File: src/rtl/s_term_cfg_pkg.sv
// s_term_cfg_pkg
// Shared types and helpers for the south termination tile with configurable
// loopback.
//   mode_t           : 2-bit per-output route mode (OFF / COMB / REG / STICKY)
//   field_lsb        : bit position of output k's field in the config store
//   frame_hits_field : 1 when frame f shares at least one bit with output k's field
package s_term_cfg_pkg;

    typedef enum logic [1:0] {
        MODE_OFF    = 2'b00,
        MODE_COMB   = 2'b01,
        MODE_REG    = 2'b10,
        MODE_STICKY = 2'b11
    } mode_t;

    // Each field is sel (sel_w bits) plus a 2-bit mode.
    function automatic int field_lsb(input int k, input int sel_w);
        return k * (sel_w + 32'sd2);
    endfunction

    // Inclusive interval overlap between a frame's bit range and a field's bit range.
    function automatic logic frame_hits_field(input int f, input int k,
                                              input int sel_w, input int bits_per_row);
        int f_lo;
        int f_hi;
        int k_lo;
        int k_hi;
        f_lo = f * bits_per_row;
        f_hi = f_lo + bits_per_row - 32'sd1;
        k_lo = field_lsb(k, sel_w);
        k_hi = k_lo + sel_w + 32'sd1;
        return (f_lo <= k_hi) && (k_lo <= f_hi);
    endfunction

endpackage

File: src/rtl/clk_buf.sv
// clk_buf
// Clock buffer used on the UserCLK pass-through.
//   A : clock input
//   X : buffered clock output
module clk_buf (
    input  logic A,
    output logic X
);
    assign X = A;
endmodule

File: src/rtl/my_buf.sv
// my_buf
// Single-bit signal buffer used on the FrameStrobe pass-through.
//   A : input
//   X : buffered output
module my_buf (
    input  logic A,
    output logic X
);
    assign X = A;
endmodule

File: src/rtl/s_term_out_cell.sv
// s_term_out_cell
// One north-going output route: picks a south END wire by sel and drives it
// out off, combinationally, registered, or as a sticky pulse catcher.
//   UserCLK       : fabric user clock
//   Reset         : asynchronous, active-high; clears the route register
//   S_in          : all south END wires
//   field         : {mode[1:0], sel[SEL_W-1:0]} from the config store
//   field_written : a frame overlapping this field is being written this cycle
//   N_out         : the north BEG wire
module s_term_out_cell
    import s_term_cfg_pkg::*;
#(
    parameter int IN_W  = 52,
    parameter int SEL_W = 6
) (
    input  logic              UserCLK,
    input  logic              Reset,
    input  logic [IN_W-1:0]   S_in,
    input  logic [SEL_W+1:0]  field,
    input  logic              field_written,
    output logic              N_out
);

    logic [SEL_W-1:0] sel_s;
    mode_t            mode_s;
    logic             src_s;
    logic             q_r;

    // Decode the field and select the source; out-of-range selects read as 0.
    always_comb begin
        sel_s  = field[SEL_W-1:0];
        mode_s = mode_t'(field[SEL_W+1:SEL_W]);
        src_s  = 1'b0;
        if ({{(32-SEL_W){1'b0}}, sel_s} < IN_W) begin
            src_s = S_in[sel_s];
        end else begin
            src_s = 1'b0;
        end
    end

    // Route register: zeroed in OFF/COMB so switching into REG/STICKY never
    // shows stale data; a write touching this field clears STICKY and beats a set.
    always_ff @(posedge UserCLK or posedge Reset) begin
        if (Reset) begin
            q_r <= 1'b0;
        end else begin
            case (mode_s)
                MODE_OFF:    q_r <= 1'b0;
                MODE_COMB:   q_r <= 1'b0;
                MODE_REG:    q_r <= src_s;
                MODE_STICKY: q_r <= field_written ? 1'b0 : (q_r | src_s);
                default:     q_r <= 1'b0;
            endcase
        end
    end

    // Output mux; COMB is a direct path from S_in by design.
    always_comb begin
        N_out = 1'b0;
        case (mode_s)
            MODE_OFF:    N_out = 1'b0;
            MODE_COMB:   N_out = src_s;
            MODE_REG:    N_out = q_r;
            MODE_STICKY: N_out = q_r;
            default:     N_out = 1'b0;
        endcase
    end

endmodule

File: src/rtl/s_term_cfg_loop.sv
// s_term_cfg_loop
// South termination tile for the fabric bottom edge with on-tile configurable
// loopback. Holds the frame-addressed config store, decodes which output
// fields are being rewritten, instantiates one route cell per output, and
// buffers FrameStrobe/UserCLK through to the next tile.
//   UserCLK       : fabric user clock
//   Reset         : asynchronous, active-high
//   FrameData     : configuration row data
//   FrameStrobe   : per-frame write strobes
//   S_in          : south END wires (S1END, S2MID, S2END, S4END, SS4END, LSB first)
//   N_out         : north BEG wires (N1BEG, N2BEG, N2BEGb, N4BEG, NN4BEG, Co, LSB first)
//   UserCLKo      : buffered UserCLK
//   FrameStrobe_O : buffered FrameStrobe
module s_term_cfg_loop
    import s_term_cfg_pkg::*;
#(
    parameter int IN_W            = 52,
    parameter int OUT_W           = 53,
    parameter int MaxFramesPerCol = 20,
    parameter int FrameBitsPerRow = 32,
    parameter int SEL_W           = 6
) (
    input  logic                       UserCLK,
    input  logic                       Reset,
    input  logic [FrameBitsPerRow-1:0] FrameData,
    input  logic [MaxFramesPerCol-1:0] FrameStrobe,
    input  logic [IN_W-1:0]            S_in,
    output logic [OUT_W-1:0]           N_out,
    output logic                       UserCLKo,
    output logic [MaxFramesPerCol-1:0] FrameStrobe_O
);

    localparam int FIELD_W = SEL_W + 2;
    localparam int CFG_W   = MaxFramesPerCol * FrameBitsPerRow;

    if (OUT_W * FIELD_W > CFG_W) begin : g_err_cfg_size
        $error("s_term_cfg_loop: OUT_W*(SEL_W+2) exceeds config store size");
    end
    if ((1 << SEL_W) < IN_W) begin : g_err_sel_width
        $error("s_term_cfg_loop: SEL_W too narrow to address IN_W inputs");
    end

    logic [CFG_W-1:0] cfg_r;
    logic [OUT_W-1:0] field_written_s;
    // Bits past the last field are stored but drive nothing.
    logic             unused_cfg_s;

    assign unused_cfg_s = ^cfg_r;

    // Config store: every strobed frame takes FrameData; reset drops any write in flight.
    always_ff @(posedge UserCLK or posedge Reset) begin
        if (Reset) begin
            cfg_r <= '0;
        end else begin
            for (int f = 0; f < MaxFramesPerCol; f++) begin
                if (FrameStrobe[f]) begin
                    cfg_r[f*FrameBitsPerRow +: FrameBitsPerRow] <= FrameData;
                end
            end
        end
    end

    // Per-output "field being rewritten" flag; frame/field overlap is constant per (f,k).
    always_comb begin
        field_written_s = '0;
        for (int k = 0; k < OUT_W; k++) begin
            for (int f = 0; f < MaxFramesPerCol; f++) begin
                field_written_s[k] = field_written_s[k]
                                   | (FrameStrobe[f] & frame_hits_field(f, k, SEL_W, FrameBitsPerRow));
            end
        end
    end

    for (genvar k = 0; k < OUT_W; k++) begin : g_cell
        s_term_out_cell #(
            .IN_W  (IN_W),
            .SEL_W (SEL_W)
        ) u_cell (
            .UserCLK       (UserCLK),
            .Reset         (Reset),
            .S_in          (S_in),
            .field         (cfg_r[field_lsb(k, SEL_W) +: FIELD_W]),
            .field_written (field_written_s[k]),
            .N_out         (N_out[k])
        );
    end

    clk_buf u_clk_buf (
        .A (UserCLK),
        .X (UserCLKo)
    );

    for (genvar f = 0; f < MaxFramesPerCol; f++) begin : g_strobe_buf
        my_buf u_strobe_buf (
            .A (FrameStrobe[f]),
            .X (FrameStrobe_O[f])
        );
    end

endmodule

File: config.mk
export PLATFORM = sky130hd
export DESIGN_NAME = s_term_cfg_loop
export DESIGN_NICKNAME = d
export VERILOG_FILES = /design/src/rtl/s_term_cfg_pkg.sv /design/src/rtl/clk_buf.sv /design/src/rtl/my_buf.sv /design/src/rtl/s_term_out_cell.sv /design/src/rtl/s_term_cfg_loop.sv
export SDC_FILE = /design/constraint.sdc
export NUM_CORES = 2
export LEC_CHECK = 0
export CORE_AREA = 5 5 294 354
export DETAILED_ROUTE_END_ITERATION = 10
export DIE_AREA = 0 0 299 359
export GPL_ROUTABILITY_DRIVEN = 1
export SETUP_SLACK_MARGIN = 0.05
export SYNTH_ARGS = -nofsm -noshare
export SYNTH_HDL_FRONTEND = slang
export SYNTH_SLANG_ARGS = --single-unit
File: constraint.sdc
create_clock -name UserCLK -period 21.1 [get_ports UserCLK]
set_clock_uncertainty 0.2 [all_clocks]
set_input_delay 4.22 -clock UserCLK [delete_from_list [all_inputs] [get_ports UserCLK]]
set_output_delay 4.22 -clock UserCLK [all_outputs]
set_load 0.1 [all_outputs]
==> flow_metrics.env <==
export IMPL_holdPathStages=2
export IMPL_design_area_um2=47300
export IMPL_cp_end_kind="output pin"
export IMPL_cts_hold_buf=0
export IMPL_p_int_mw=2.21
export IMPL_critical_path_max_fanout=2
export IMPL_clock_latency_ns=0.78
export IMPL_drc=0
export IMPL_grt_setup_unrepaired="false"
export IMPL_crit_required_ns=16.68
export IMPL_swShare=0.375
export IMPL_ys_flop_type="dfrtp_1"
export IMPL_max_cap_viol_count=0
export IMPL_portBuffers=167
export IMPL_finalSetupTns_ns=0
export IMPL_drv_slew=0
export IMPL_ff2ff_path_depth=4
export IMPL_ir_worst_vdd_mv=0.0943
export IMPL_ant_nets=0
export IMPL_yosysUniqueCellTypes=55
export IMPL_power_switching_mw=1.33
export IMPL_syn_num_nets=3925
export IMPL_rows=128
export IMPL_antenna_found_initial=17
export IMPL_cts_resized=0
export IMPL_dp_hpwl_mm=91.9
export IMPL_start_kind="clock port"
export IMPL_syn_instance_count=3819
export IMPL_crit_type="clock port to output pin"
export IMPL_postCtsSetupRepairBufs=0
export IMPL_clk_pin_slew_worst_paths_ns=0.06
export IMPL_pwr_share_comb=0.341
export IMPL_synthArstFlopShare=1.00
export IMPL_track_usage=0.301
export IMPL_slew_headroom=0.107
export IMPL_wire_per_inst_um=34.6
export IMPL_cp_cell_sequence="clkbuf_16 -> clkbuf_16 -> clkdlybuf4s50_1"
export IMPL_tightest_slew_ns=1.34
export IMPL_grt_start_max_net_pins=152
export IMPL_avgSynthCellArea_um2=11.7
export IMPL_hold_class="flop to flop"
export IMPL_final_layout_size_suffix_gt1_frac=0.389
export IMPL_synth_edf_count=0
export IMPL_core_um2=101000
export IMPL_place_gp_congestion=0.858
export IMPL_layout_nets=3577
export IMPL_hold_end="g_cell[13].u_cell.q_r"
export IMPL_drt_iter0_drc=5102
export IMPL_wl_mm=167
export IMPL_yosysWarnings=0
export IMPL_timing_rr_start="cfg_r[16]"
export IMPL_p_clk_frac=0.303
export IMPL_seq_area_frac_synth=0.267
export IMPL_synth_seq_cells=477
export IMPL_initial_core_util=0.444
export IMPL_rrSetupSlack_ns=17.83
export IMPL_seqPwrFrac=0.356
export IMPL_synthesis_area_um2=44700
export IMPL_powerDensity_nw_per_um2=74.9
export IMPL_p_leak_nw=17.6
export IMPL_vias_per_cell=7.41
export IMPL_detailedRoute_firstPassIterationCount=9
export IMPL_pin_count=180
export IMPL_status="completed"
export IMPL_die_h_um=359
export IMPL_hold_viol=0
export IMPL_rr_endpoint="g_cell[2].u_cell.q_r"
export IMPL_worst_path_most_repeated_cell="clkbuf_16"
export IMPL_cts_tree="yes"
export IMPL_grt_pass1_vias=34000
export IMPL_placed_area_um2=45300
export IMPL_die_w_um=299
export IMPL_worstPathArrival_ns=11.76
export IMPL_slowest_stage="clkdlybuf4s50_1"
export IMPL_slowest_delay_ns=0.96
export IMPL_setup_viol=0
export IMPL_gr_total_overflow=0
export IMPL_area_growth_pct=5.80
export IMPL_num_vias=35700
export IMPL_grt_pass1_wl_mm=242
export IMPL_die_area_um2=107000
export IMPL_min_from="cfg_r[111]"
[power by group through the flow]
stage	clock (mW)	combinational (mW)	sequential (mW)
2_1_floorplan	0.0179	1.08	1.10
3_3_place_gp	0.0186	1.18	1.27
3_5_place_dp	0.0186	1.19	1.27
4_1_cts	1.09	1.19	1.26
5_1_grt	1.13	1.26	1.29
6_report	1.07	1.21	1.26
[area by class of cell]
class | count | area [µm²]
antenna | 9 | 22.5
clock buffer | 72 | 1600
clock inverter | 31 | 357
fill | 8962 | 53300
inverter | 40 | 158
multi-input combinational | 2644 | 29700
sequential | 477 | 11900
tap | 1300 | 1630
timing repair buffer | 249 | 1930
[flip-flops by register name (all words and copies together) (netlist names)]
name               flops
g_cell.u_cell.q_r     53
cfg_r                424
[Yosys cell counts, types with 48 or more instances]
cell,instances,area [µm²]
buf_1,60,225
buf_2,92,460
buf_4,95,713
clkbuf_1,409,1540
dfrtp_1,477,11900
mux2_2,454,5110
mux2i_1,267,2670
mux4_2,639,14400
nand2_1,331,1240
nand2b_1,48,300
nand3_1,70,350
nand3b_1,87,653
nor2_1,109,409
nor2b_1,70,438
nor3b_1,54,405
o21ai_0,84,420
[metrics by stage]
stage          instances   util  setup WS, ns  power [mW]  hold WS (ns)
4_1_cts             4813  0.470          4.90        3.54         0.327
6_report            4822  0.470          4.92        3.54         0.327
5_1_grt             4814  0.470          4.90        3.68         0.358
3_3_place_gp        4711  0.451          5.19        2.46         0.308
3_5_place_dp        4711  0.451          5.19        2.48         0.320
2_1_floorplan       3819      -          3.37        2.20         0.282
[critical path, delay by kind of cell]
kind,cells,cell delay (ns)
buffers and inverters,3,1.21
[metal layers]
layer  GRT usage  wire (µm)
met2       0.438      71300
met4       0.151      10700
met5           0         80
met1       0.409      62200
met3      0.0931      22600
[how the worst max path moves through the flow]
stage / end / slack (ns) / depth (start not counted) / from
5_1_grt: UserCLKo / 4.90 / 3 / UserCLK
3_3_place_gp: UserCLKo / 5.19 / 1 / UserCLK
2_1_floorplan: cfg_r[0] / 3.37 / 1 / Reset
3_5_place_dp: UserCLKo / 5.19 / 1 / UserCLK
4_1_cts: UserCLKo / 4.90 / 3 / UserCLK
6_report: UserCLKo / 4.92 / 3 / UserCLK
[cell usage in the layout (no fill, tap or decap), types with 25 or more instances in the layout]
master / count
nand2_1: 331
mux2i_1: 267
o21ai_0: 84
mux4_2: 639
mux2_2: 454
dfrtp_1: 477
inv_1: 39
buf_2: 73
nand3_1: 70
nor3b_1: 54
clkbuf_16: 60
nand3b_1: 87
buf_4: 82
o31ai_1: 42
nor2_1: 109
nor2b_1: 70
nor3_1: 31
nand2b_1: 48
nand4_1: 42
o41ai_1: 25
a21oi_1: 31
clkdlybuf4s50_1: 94
[kinds of logic after synthesis]
kind of cell	Yosys count	share of synthesized area
AOI/OAI and AO/OA	393	0.0628
muxes	1364	0.499
DFF	477	0.267
buffers and inverters	698	0.0695
and+or+nand+nor	887	0.102
Note: power is estimated with default switching activity, not from simulation.
